`config.mk`:
```
export PLATFORM = sky130hd
export DESIGN_NAME = multicycle_control_fsm_flat
export DESIGN_NICKNAME = d
export VERILOG_FILES = /design/src/rtl/multicycle_control_fsm_if.sv /design/src/rtl/multicycle_control_fsm.sv /design/src/flat_wrapper.sv
export SDC_FILE = /design/constraint.sdc
export NUM_CORES = 1
export LEC_CHECK = 0
export BUFFER_PORTS_ARGS = -buffer_cell sky130_fd_sc_hd__buf_4
export CAP_MARGIN = 20
export CORE_AREA = 4 4 46 48
export CTS_CLUSTER_DIAMETER = 200
export DETAILED_ROUTE_END_ITERATION = 8
export DIE_AREA = 0 0 50 52
export PLACE_DENSITY_LB_ADDON = 0.25
export SKIP_CTS_REPAIR_TIMING = 1
export SLEW_MARGIN = 5
export SYNTH_ARGS = -nofsm -noshare
export SYNTH_HDL_FRONTEND = slang
export SYNTH_SLANG_ARGS = --single-unit
```
`constraint.sdc`:
```
create_clock -name clk -period 3.4 [get_ports clk]
set_input_delay 0.34 -clock clk [delete_from_list [all_inputs] [get_ports clk]]
set_output_delay 0.34 -clock clk [all_outputs]
set_load 0.1 [all_outputs]
```
`src/rtl/multicycle_control_fsm_if.sv`:
```
// rtl/multicycle_control_fsm_if.sv - control bus between the multicycle FSM and the datapath
interface multicycle_control_fsm_if;
    logic [5:0] Op;
    logic       PCWrite;
    logic       PCWriteCond;
    logic       IorD;
    logic       MemWrite;
    logic       IRWrite;
    logic       RegDst;
    logic       MemtoReg;
    logic       RegWrite;
    logic       ALUSrcA;
    logic [1:0] ALUSrcB;
    logic [1:0] ALUOp;
    logic [1:0] PCSrc;
    logic       IllegalOp;
    logic [3:0] State;

    // FSM side: takes the opcode, drives every control line
    modport master (
        input  Op,
        output PCWrite, PCWriteCond, IorD, MemWrite, IRWrite, RegDst, MemtoReg,
               RegWrite, ALUSrcA, ALUSrcB, ALUOp, PCSrc, IllegalOp, State
    );

    // datapath side: supplies the opcode, consumes the controls
    modport slave (
        output Op,
        input  PCWrite, PCWriteCond, IorD, MemWrite, IRWrite, RegDst, MemtoReg,
               RegWrite, ALUSrcA, ALUSrcB, ALUOp, PCSrc, IllegalOp, State
    );
endinterface

```
`src/rtl/multicycle_control_fsm.sv`:
```
// rtl/multicycle_control_fsm.sv - Moore control FSM for the multicycle MIPS datapath
module multicycle_control_fsm #(
    parameter logic [5:0] OP_RTYPE = 6'b000000,
    parameter logic [5:0] OP_LW    = 6'b100011,
    parameter logic [5:0] OP_SW    = 6'b101011,
    parameter logic [5:0] OP_BEQ   = 6'b000100,
    parameter logic [5:0] OP_ADDI  = 6'b001000,
    parameter logic [5:0] OP_J     = 6'b000010
) (
    input  logic                        clk,
    input  logic                        reset_n,
    multicycle_control_fsm_if.master    bus
);

    typedef enum logic [3:0] {
        S_FETCH   = 4'd0,
        S_DECODE  = 4'd1,
        S_MEMADR  = 4'd2,
        S_MEMRD   = 4'd3,
        S_MEMWB   = 4'd4,
        S_MEMWR   = 4'd5,
        S_EXECUTE = 4'd6,
        S_ALUWB   = 4'd7,
        S_BRANCH  = 4'd8,
        S_ADDIEX  = 4'd9,
        S_ADDIWB  = 4'd10,
        S_JUMP    = 4'd11,
        S_UNUSED0 = 4'd12,
        S_UNUSED1 = 4'd13,
        S_UNUSED2 = 4'd14,
        S_RESET   = 4'd15
    } state_t;

    typedef struct packed {
        logic       pc_write;
        logic       pc_write_cond;
        logic       iord;
        logic       mem_write;
        logic       ir_write;
        logic       reg_dst;
        logic       mem_to_reg;
        logic       reg_write;
        logic       alu_src_a;
        logic [1:0] alu_src_b;
        logic [1:0] alu_op;
        logic [1:0] pc_src;
    } ctrl_t;

    state_t state;
    state_t next_state;
    ctrl_t  ctrl_d;
    ctrl_t  ctrl_q;
    logic   illegal_d;
    logic   illegal_q;
    logic   op_known;

    assign op_known = (bus.Op == OP_RTYPE) || (bus.Op == OP_LW) || (bus.Op == OP_SW) ||
                      (bus.Op == OP_BEQ) || (bus.Op == OP_ADDI) || (bus.Op == OP_J);

    // state and registered outputs; async reset abandons any instruction in flight
    always_ff @(posedge clk or negedge reset_n) begin
        if (!reset_n) begin
            state     <= S_RESET;
            ctrl_q    <= '0;
            illegal_q <= 1'b0;
        end else begin
            state     <= next_state;
            ctrl_q    <= ctrl_d;
            illegal_q <= illegal_d;
        end
    end

    // next-state logic; opcode only matters in DECODE and MEMADR
    always_comb begin
        next_state = S_FETCH;
        unique case (state)
            S_FETCH:   next_state = S_DECODE;
            S_DECODE: begin
                if (bus.Op == OP_LW || bus.Op == OP_SW) next_state = S_MEMADR;
                else if (bus.Op == OP_RTYPE)            next_state = S_EXECUTE;
                else if (bus.Op == OP_BEQ)              next_state = S_BRANCH;
                else if (bus.Op == OP_ADDI)             next_state = S_ADDIEX;
                else if (bus.Op == OP_J)                next_state = S_JUMP;
                else                                    next_state = S_FETCH;
            end
            S_MEMADR:  next_state = (bus.Op == OP_LW) ? S_MEMRD : S_MEMWR;
            S_MEMRD:   next_state = S_MEMWB;
            S_EXECUTE: next_state = S_ALUWB;
            S_ADDIEX:  next_state = S_ADDIWB;
            default:   next_state = S_FETCH;
        endcase
    end

    // output decode from next_state so registered outputs line up with State
    always_comb begin
        ctrl_d    = '0;
        illegal_d = (state == S_DECODE) && !op_known;
        unique case (next_state)
            S_FETCH: begin
                ctrl_d.ir_write  = 1'b1;
                ctrl_d.alu_src_b = 2'b01;
                ctrl_d.pc_write  = 1'b1;
            end
            S_DECODE:  ctrl_d.alu_src_b = 2'b11;
            S_MEMADR: begin
                ctrl_d.alu_src_a = 1'b1;
                ctrl_d.alu_src_b = 2'b10;
            end
            S_MEMRD:   ctrl_d.iord = 1'b1;
            S_MEMWB: begin
                ctrl_d.reg_write  = 1'b1;
                ctrl_d.mem_to_reg = 1'b1;
            end
            S_MEMWR: begin
                ctrl_d.iord      = 1'b1;
                ctrl_d.mem_write = 1'b1;
            end
            S_EXECUTE: begin
                ctrl_d.alu_src_a = 1'b1;
                ctrl_d.alu_op    = 2'b10;
            end
            S_ALUWB: begin
                ctrl_d.reg_write = 1'b1;
                ctrl_d.reg_dst   = 1'b1;
            end
            S_BRANCH: begin
                ctrl_d.alu_src_a     = 1'b1;
                ctrl_d.alu_op        = 2'b01;
                ctrl_d.pc_src        = 2'b01;
                ctrl_d.pc_write_cond = 1'b1;
            end
            S_ADDIEX: begin
                ctrl_d.alu_src_a = 1'b1;
                ctrl_d.alu_src_b = 2'b10;
            end
            S_ADDIWB:  ctrl_d.reg_write = 1'b1;
            S_JUMP: begin
                ctrl_d.pc_write = 1'b1;
                ctrl_d.pc_src   = 2'b10;
            end
            default:   ctrl_d = '0;
        endcase
    end

    assign bus.PCWrite     = ctrl_q.pc_write;
    assign bus.PCWriteCond = ctrl_q.pc_write_cond;
    assign bus.IorD        = ctrl_q.iord;
    assign bus.MemWrite    = ctrl_q.mem_write;
    assign bus.IRWrite     = ctrl_q.ir_write;
    assign bus.RegDst      = ctrl_q.reg_dst;
    assign bus.MemtoReg    = ctrl_q.mem_to_reg;
    assign bus.RegWrite    = ctrl_q.reg_write;
    assign bus.ALUSrcA     = ctrl_q.alu_src_a;
    assign bus.ALUSrcB     = ctrl_q.alu_src_b;
    assign bus.ALUOp       = ctrl_q.alu_op;
    assign bus.PCSrc       = ctrl_q.pc_src;
    assign bus.IllegalOp   = illegal_q;
    assign bus.State       = state;

endmodule

```
`src/flat_wrapper.sv`:
```
// flat-port wrapper written by rule: the top's interface ports become plain ports
module multicycle_control_fsm_flat 
#(
    parameter logic [5:0] OP_RTYPE = 6'b000000,
    parameter logic [5:0] OP_LW    = 6'b100011,
    parameter logic [5:0] OP_SW    = 6'b101011,
    parameter logic [5:0] OP_BEQ   = 6'b000100,
    parameter logic [5:0] OP_ADDI  = 6'b001000,
    parameter logic [5:0] OP_J     = 6'b000010
)
  (clk, reset_n, bus_Op, bus_PCWrite, bus_PCWriteCond, bus_IorD, bus_MemWrite, bus_IRWrite, bus_RegDst, bus_MemtoReg, bus_RegWrite, bus_ALUSrcA, bus_ALUSrcB, bus_ALUOp, bus_PCSrc, bus_IllegalOp, bus_State);
  multicycle_control_fsm_if bus_i ();
  input  logic clk;
  input  logic reset_n;
  input wire logic [$bits(bus_i.Op)-1:0] bus_Op;
  output wire logic [$bits(bus_i.PCWrite)-1:0] bus_PCWrite;
  output wire logic [$bits(bus_i.PCWriteCond)-1:0] bus_PCWriteCond;
  output wire logic [$bits(bus_i.IorD)-1:0] bus_IorD;
  output wire logic [$bits(bus_i.MemWrite)-1:0] bus_MemWrite;
  output wire logic [$bits(bus_i.IRWrite)-1:0] bus_IRWrite;
  output wire logic [$bits(bus_i.RegDst)-1:0] bus_RegDst;
  output wire logic [$bits(bus_i.MemtoReg)-1:0] bus_MemtoReg;
  output wire logic [$bits(bus_i.RegWrite)-1:0] bus_RegWrite;
  output wire logic [$bits(bus_i.ALUSrcA)-1:0] bus_ALUSrcA;
  output wire logic [$bits(bus_i.ALUSrcB)-1:0] bus_ALUSrcB;
  output wire logic [$bits(bus_i.ALUOp)-1:0] bus_ALUOp;
  output wire logic [$bits(bus_i.PCSrc)-1:0] bus_PCSrc;
  output wire logic [$bits(bus_i.IllegalOp)-1:0] bus_IllegalOp;
  output wire logic [$bits(bus_i.State)-1:0] bus_State;
  assign bus_i.Op = bus_Op;
  assign bus_PCWrite = bus_i.PCWrite;
  assign bus_PCWriteCond = bus_i.PCWriteCond;
  assign bus_IorD = bus_i.IorD;
  assign bus_MemWrite = bus_i.MemWrite;
  assign bus_IRWrite = bus_i.IRWrite;
  assign bus_RegDst = bus_i.RegDst;
  assign bus_MemtoReg = bus_i.MemtoReg;
  assign bus_RegWrite = bus_i.RegWrite;
  assign bus_ALUSrcA = bus_i.ALUSrcA;
  assign bus_ALUSrcB = bus_i.ALUSrcB;
  assign bus_ALUOp = bus_i.ALUOp;
  assign bus_PCSrc = bus_i.PCSrc;
  assign bus_IllegalOp = bus_i.IllegalOp;
  assign bus_State = bus_i.State;
  multicycle_control_fsm #(.OP_RTYPE(OP_RTYPE), .OP_LW(OP_LW), .OP_SW(OP_SW), .OP_BEQ(OP_BEQ), .OP_ADDI(OP_ADDI), .OP_J(OP_J)) u_core (.clk(clk), .reset_n(reset_n), .bus(bus_i));
endmodule
```
==> flow_summary.toml, run 1 <==
[status]
outcome = "finished clean"

[clocking]
clk_pin_slew_ns = 0.10
cts_tree = "done"
insertion_delay_ns = 0.29
cts_max_level = 1
clk_path_buf_depth = 2
clock-sinks = 18
cts_made_buffers = 3
ctsRootBufferMaster = "clkbuf_4"

[cells_and_area]
final_layout_size_suffix_gt1_frac = 0.400
final_nets = 114
area_growth_pct = 27.4
diodes = 0

[worst_setup_path]
critPathMaxStageDelay_ns = 0.65
crit_start = "u_core.bus.State[0]$_DFF_PN1_"
worstSetupEndpoint = "u_core.bus.ALUSrcB[1]$_DFF_PN0_"
r2r_slack_ns = 1.64
end_kind = "flop"
reg2regPathDepth = 5
r2r_end = "u_core.bus.ALUSrcB[1]$_DFF_PN0_"
reg2reg_from = "u_core.bus.State[0]$_DFF_PN1_"
critical_path_arrival_ns = 1.98
cp_max_fo = 11
crit_required_ns = 3.62
critPathKind = "flop to flop"
crit_path_cell_trace = "nor3b_1 > nand2_1 > o311ai_4 > nand4_1 > o211ai_1"
critPathLaunchType = "flop"
crit_slowest_cell = "dfstp_2"

[synthesis]
synth_fp_nets = 87
ys_seq_area_frac = 0.524
mappedNetlistArea_um2 = 868
synth_cell_types = 36
synth_top_area_frac = 0.403
synth_area_leaders = "dfrtp_1 (40%), dfstp_2 (12%), nor3_1 (4.0%)"
synth.ff_latch_count = 18
yosysWarnings = 0
synth_area_leader_cell = "dfrtp_1"
netlist_instances = 79
syn_avg_cell_area_um2 = 11.0

[place]
place_hpwl_mm = 1.28
numPortBuffers = 27
gp_congestion = 0.783

[run]
cap_violations = 0

[sta]
min_period_ns = 1.76
rsz0062_at_grt = "false"
fin_skew_ns = 0.00229
final.setup.tns_ns = 0
fin_crit_sh = 0.518
slew_headroom = 0.611
maxSlewViolCount = 0
tightestPinTransition_ns = 0.575
setup_viol = 0
finalHoldViolCount = 0
fmax_mhz = 568

[global_route]
grt_use_total = 0.151
grt_first_pass_wirelength_mm = 2.98
grt_start_max_net_pins = 19
grt_pass1_vias = 686
grt_remaining_overflow = 0
antenna_found_initial = 0

[floorplanning]
dieArea_um2 = 2600
die_w_um = 50
start_util = 0.508
fp.coreArea_um2 = 1710
num_io_pins = 28
rows = 15
die_height_um = 52

[routing]
top_layer = "met4"
drc = 0
routed-wl-met2_um = 887
wl_met1_um = 813
drtIter0Drc = 23
drt-total-wl_mm = 1.85
routedWlPerCell_um = 14.2
vias_per_cell = 5.34
vias = 694
ant_nets = 0
first_pass_iters = 4
route.met3.wl_um = 117

[pwr]
ir_drop_v = 0.000531
total_power_mw = 1.05
cellPowerDensity_nw_per_um2 = 950
p_leak_nw = 0.538

[hold_path]
hp-start = "bus_Op[4]"
hold_class = "primary input to flop"
## sequential cells by signal, summed over array words and instances, names as in the netlist
signal,flops
u_core.bus.MemtoReg,1
u_core.bus.MemWrite,1
u_core.bus.ALUOp,1
u_core.bus.PCSrc,1
u_core.bus.RegDst,1
u_core.bus.RegWrite,1
u_core.bus.ALUSrcB,2
u_core.bus.ALUSrcA,1
u_core.bus.PCWriteCond,1
u_core.bus.PCWrite,1
u_core.bus.IllegalOp,1
u_core.bus.IorD,1
u_core.bus.State,4
u_core.bus.IRWrite,1
## worst min path at each step
stage | slack [ns] | to | cells after the start
after global routing | 0.40 | u_core.bus.ALUOp[1]$_DFF_PN0_ | 4
after detailed placement | 0.22 | u_core.bus.IorD$_DFF_PN0_ | 1
after global placement | 0.21 | u_core.bus.IorD$_DFF_PN0_ | 1
final | 0.39 | u_core.bus.ALUOp[1]$_DFF_PN0_ | 4
after CTS | -0.11 | u_core.bus.IorD$_DFF_PN0_ | 1
after floorplan | 0.04 | u_core.bus.ALUOp[1]$_DFF_PN0_ | 0
## metrics by stage
step / cells / hold slack, ns / setup slack (ns) / cell area [um^2] / utilization
4_1_cts: 129 / -0.111 / 1.67 / 1100 / 0.642
6_report: 130 / 0.390 / 1.64 / 1110 / 0.648
3_5_place_dp: 125 / 0.218 / 1.72 / 1060 / 0.621
3_3_place_gp: 125 / 0.210 / 1.70 / 1060 / 0.621
2_1_floorplan: 79 / 0.0444 / 1.37 / 868 / -
5_1_grt: 130 / 0.403 / 1.49 / 1110 / 0.648
## where the power goes
group	switching [mW]	leakage (nW)	internal, mW	total, mW
logic	0.477	0.293	0.125	0.601
clock network	0.0679	0.0210	0.0653	0.133
registers	0.0449	0.224	0.272	0.316
total	0.590	0.538	0.462	1.05
## kinds of logic (layout without fill, tap and decap cells)
group,Yosys count,after routing,share of synthesized area
simple gates,31,31,0.208
flops,18,18,0.524
compound gates,16,16,0.167
buf+inv,11,37,0.0706
xor+xnor,3,3,0.0303
## per-layer routing
| metal | track usage | vias up |
|---|---|---|
| met5 | 0 | - |
| met4 | 0.0553 | 0 |
| met3 | 0.0287 | 4 |
| met2 | 0.241 | 24 |
| met1 | 0.203 | 326 |
| li1 | - | 340 |
## final cells by class
cell class	count	area [um^2]
Fill cell	153	602
Sequential cell	18	455
Multi-Input combinational cell	50	352
Timing Repair Buffer	28	213
Clock buffer	4	36.3
Tap cell	25	31.3
Inverter	5	18.8
## placed cells by master (no fill, tap or decap), drive strengths merged, types with 2 or more instances in the layout
master / count
nand3: 3
nor4b: 2
o21ai: 3
clkbuf: 4
nor3: 8
inv: 5
dfrtp: 14
o311ai: 2
xnor2: 2
dfstp: 4
nor2: 4
o211ai: 2
nor3b: 2
a21oi: 3
buf: 27
nand2: 5
## synth_stat cells
cell / instances
dfstp_2: 4
xor2_1: 1
nor3_1: 7
a21oi_1: 2
dfrtp_1: 14
nand2b_1: 1
nand4_1: 1
or2_1: 1
buf_6: 1
o21ai_0: 3
o211ai_1: 1
a31o_2: 1
buf_4: 3
o311ai_4: 1
and3_2: 1
nand3_1: 3
or4_1: 1
a21boi_0: 1
nor3_4: 1
nor2_1: 4
o311ai_2: 1
a21oi_2: 1
clkbuf_1: 1
o211ai_2: 1
o31ai_1: 1
nor3b_1: 2
and2b_1: 1
inv_1: 5
nor4_1: 1
nand2_1: 5
o211a_1: 1
o21bai_1: 1
xnor2_1: 2
buf_2: 1
nor4b_1: 2
a211oi_1: 1
## worst max-delay path, delay by kind of cell (launching register included)
kind,cells,cell delay (ns)
AO/OA/AOI/OAI,2,0.28
flip-flops,1,0.65
AND/OR/NAND/NOR,3,0.75
Note: power is estimated with default switching activity, not from simulation.
==> inputs of run 2 (changes only) <==
CORE_AREA = 4 4 48 50   (was 4 4 46 48)
DIE_AREA = 0 0 52 54   (was 0 0 50 52)
clock period = 1.7 ns   (was 3.4 ns; I/O delays follow)
==> flow_summary.toml, run 2 (same netlist as run 1, synthesis figures left out) <==
[worst_setup_path]
crit_slowest_cell = "dfstp_4"
worstSetupEndpoint = "u_core.bus.PCWrite$_DFF_PN0_"
critical_path_arrival_ns = 1.80
path_depth = 5
r2r_slack_ns = 0.12
crit_path_cell_trace = "nor3b_4 > o211ai_2 > o311ai_4 > and2b_1 > o21bai_1"
reg2reg_from = "u_core.bus.State[0]$_DFF_PN1_"
cp_max_fo = 11
worst-path-buf-inv = 0
critPathLaunchType = "flop"
critPathMaxStageDelay_ns = 0.69
end_kind = "flop"
crit_required_ns = 1.92
critPathKind = "flop to flop"
crit_family = "flip-flops"
crit_start = "u_core.bus.State[0]$_DFF_PN1_"
reg2regPathDepth = 5
r2r_end = "u_core.bus.PCWrite$_DFF_PN0_"

[global_route]
antenna_found_initial = 0
grt_pass1_vias = 586
grt_use_total = 0.138
grt_remaining_overflow = 0
grt_start_max_net_pins = 19
grt_first_pass_wirelength_mm = 2.77

[sta]
whs_ns = 0.215
tightestPinTransition_ns = 0.429
maxSlewViolCount = 0
rsz0062_at_grt = "false"
fin_skew_ns = 0.00808
setup_viol = 0
min_period_ns = 1.58
fin_crit_sh = 0.927
setup_ws_ns = 0.123
slew_headroom = 0.710
finalHoldViolCount = 0
final.setup.tns_ns = 0
fmax_mhz = 634

[hold_path]
hp-start = "bus_Op[4]"
hold_class = "primary input to flop"

[pwr]
p_leak_nw = 0.553
cellPowerDensity_nw_per_um2 = 1870
ir_drop_v = 0.00102

[routing]
drtIter0Drc = 3
drt-total-wl_mm = 1.67
vias_per_cell = 4.90
drc = 0
ant_nets = 0
routedWlPerCell_um = 12.5
first_pass_iters = 4
vias = 652

[floorplanning]
dieArea_um2 = 2810
rows = 16
start_util = 0.457
die_height_um = 54
fp.coreArea_um2 = 1900
num_io_pins = 28
die_w_um = 52

[cells_and_area]
area_growth_pct = 32.6
largest_register_ff_count = 4
diodes = 0
final_common_cell = "buf_4"
final_layout_size_suffix_gt1_frac = 0.434
final_nets = 115
layout_common_cells = "buf_4 (28), dfrtp_1 (14), nor3_1 (7)"

[place]
place_hpwl_mm = 1.28
gp_congestion = 0.775
numPortBuffers = 27
dp_slack_ns = 0.0912

[clocking]
clock-sinks = 18
clk_pin_slew_ns = 0.10
cts_made_buffers = 3
cts_tree = "done"
insertion_delay_ns = 0.29
clk_path_buf_depth = 2
ctsRootBufferMaster = "clkbuf_4"
cts_max_level = 1

[status]
outcome = "finished clean"

[run]
cap_violations = 0
==> run 2: cell count changes in the layout (fill, tap and decap cells not counted), sizes merged <==
cell / before / now
buf: 27 / 28
==> run 2: cell type report <==
| class | count | area [um^2] |
|---|---|---|
| Clock buffer | 4 | 36.3 |
| Inverter | 5 | 18.8 |
| Tap cell | 27 | 33.8 |
| Timing Repair Buffer | 29 | 220 |
| Sequential cell | 18 | 470 |
| Fill cell | 165 | 751 |
| Multi-Input combinational cell | 50 | 372 |
==> run 2: stage by stage <==
stage | cell area, um^2 | instances | util | power, mW
finish | 1150 | 133 | 0.605 | 2.16
CTS | 1140 | 132 | 0.600 | 2.17
global placement | 1100 | 128 | 0.581 | 1.90
floorplan | 907 | 79 | - | 1.67
detailed placement | 1100 | 128 | 0.581 | 1.90
global route | 1150 | 133 | 0.605 | 2.26
==> run 2: how the worst min path moves through the flow <==
| stage | to | slack, ns | depth (start not counted) |
|---|---|---|---|
| after global routing | u_core.bus.ALUOp[1]$_DFF_PN0_ | 0.19 | 4 |
| final | u_core.bus.ALUOp[1]$_DFF_PN0_ | 0.22 | 4 |
| after global placement | u_core.bus.IorD$_DFF_PN0_ | 0.04 | 1 |
| after detailed placement | u_core.bus.IllegalOp$_DFF_PN0_ | 0.05 | 1 |
| after CTS | u_core.bus.MemWrite$_DFF_PN0_ | -0.28 | 1 |
| after floorplan | u_core.bus.ALUOp[1]$_DFF_PN0_ | -0.13 | 0 |
==> run 2: per-layer routing <==
layer,routed length (um),global-route usage,up-vias
met3,96,0.0360,2
met5,0,0,-
li1,-,-,337
met2,769,0.205,17
met4,15,0.0524,0
met1,783,0.191,296
==> run 2: worst min-delay path, delay by kind of cell <==
kind | cells | cell delay (ns)
buffers and inverters | 2 | 0.16
AND/OR/NAND/NOR | 2 | 0.15
==> run 2: where the power goes <==
group | switching (mW) | internal [mW]
sequential | 0.0999 | 0.558
clock | 0.130 | 0.130
combinational | 0.948 | 0.289
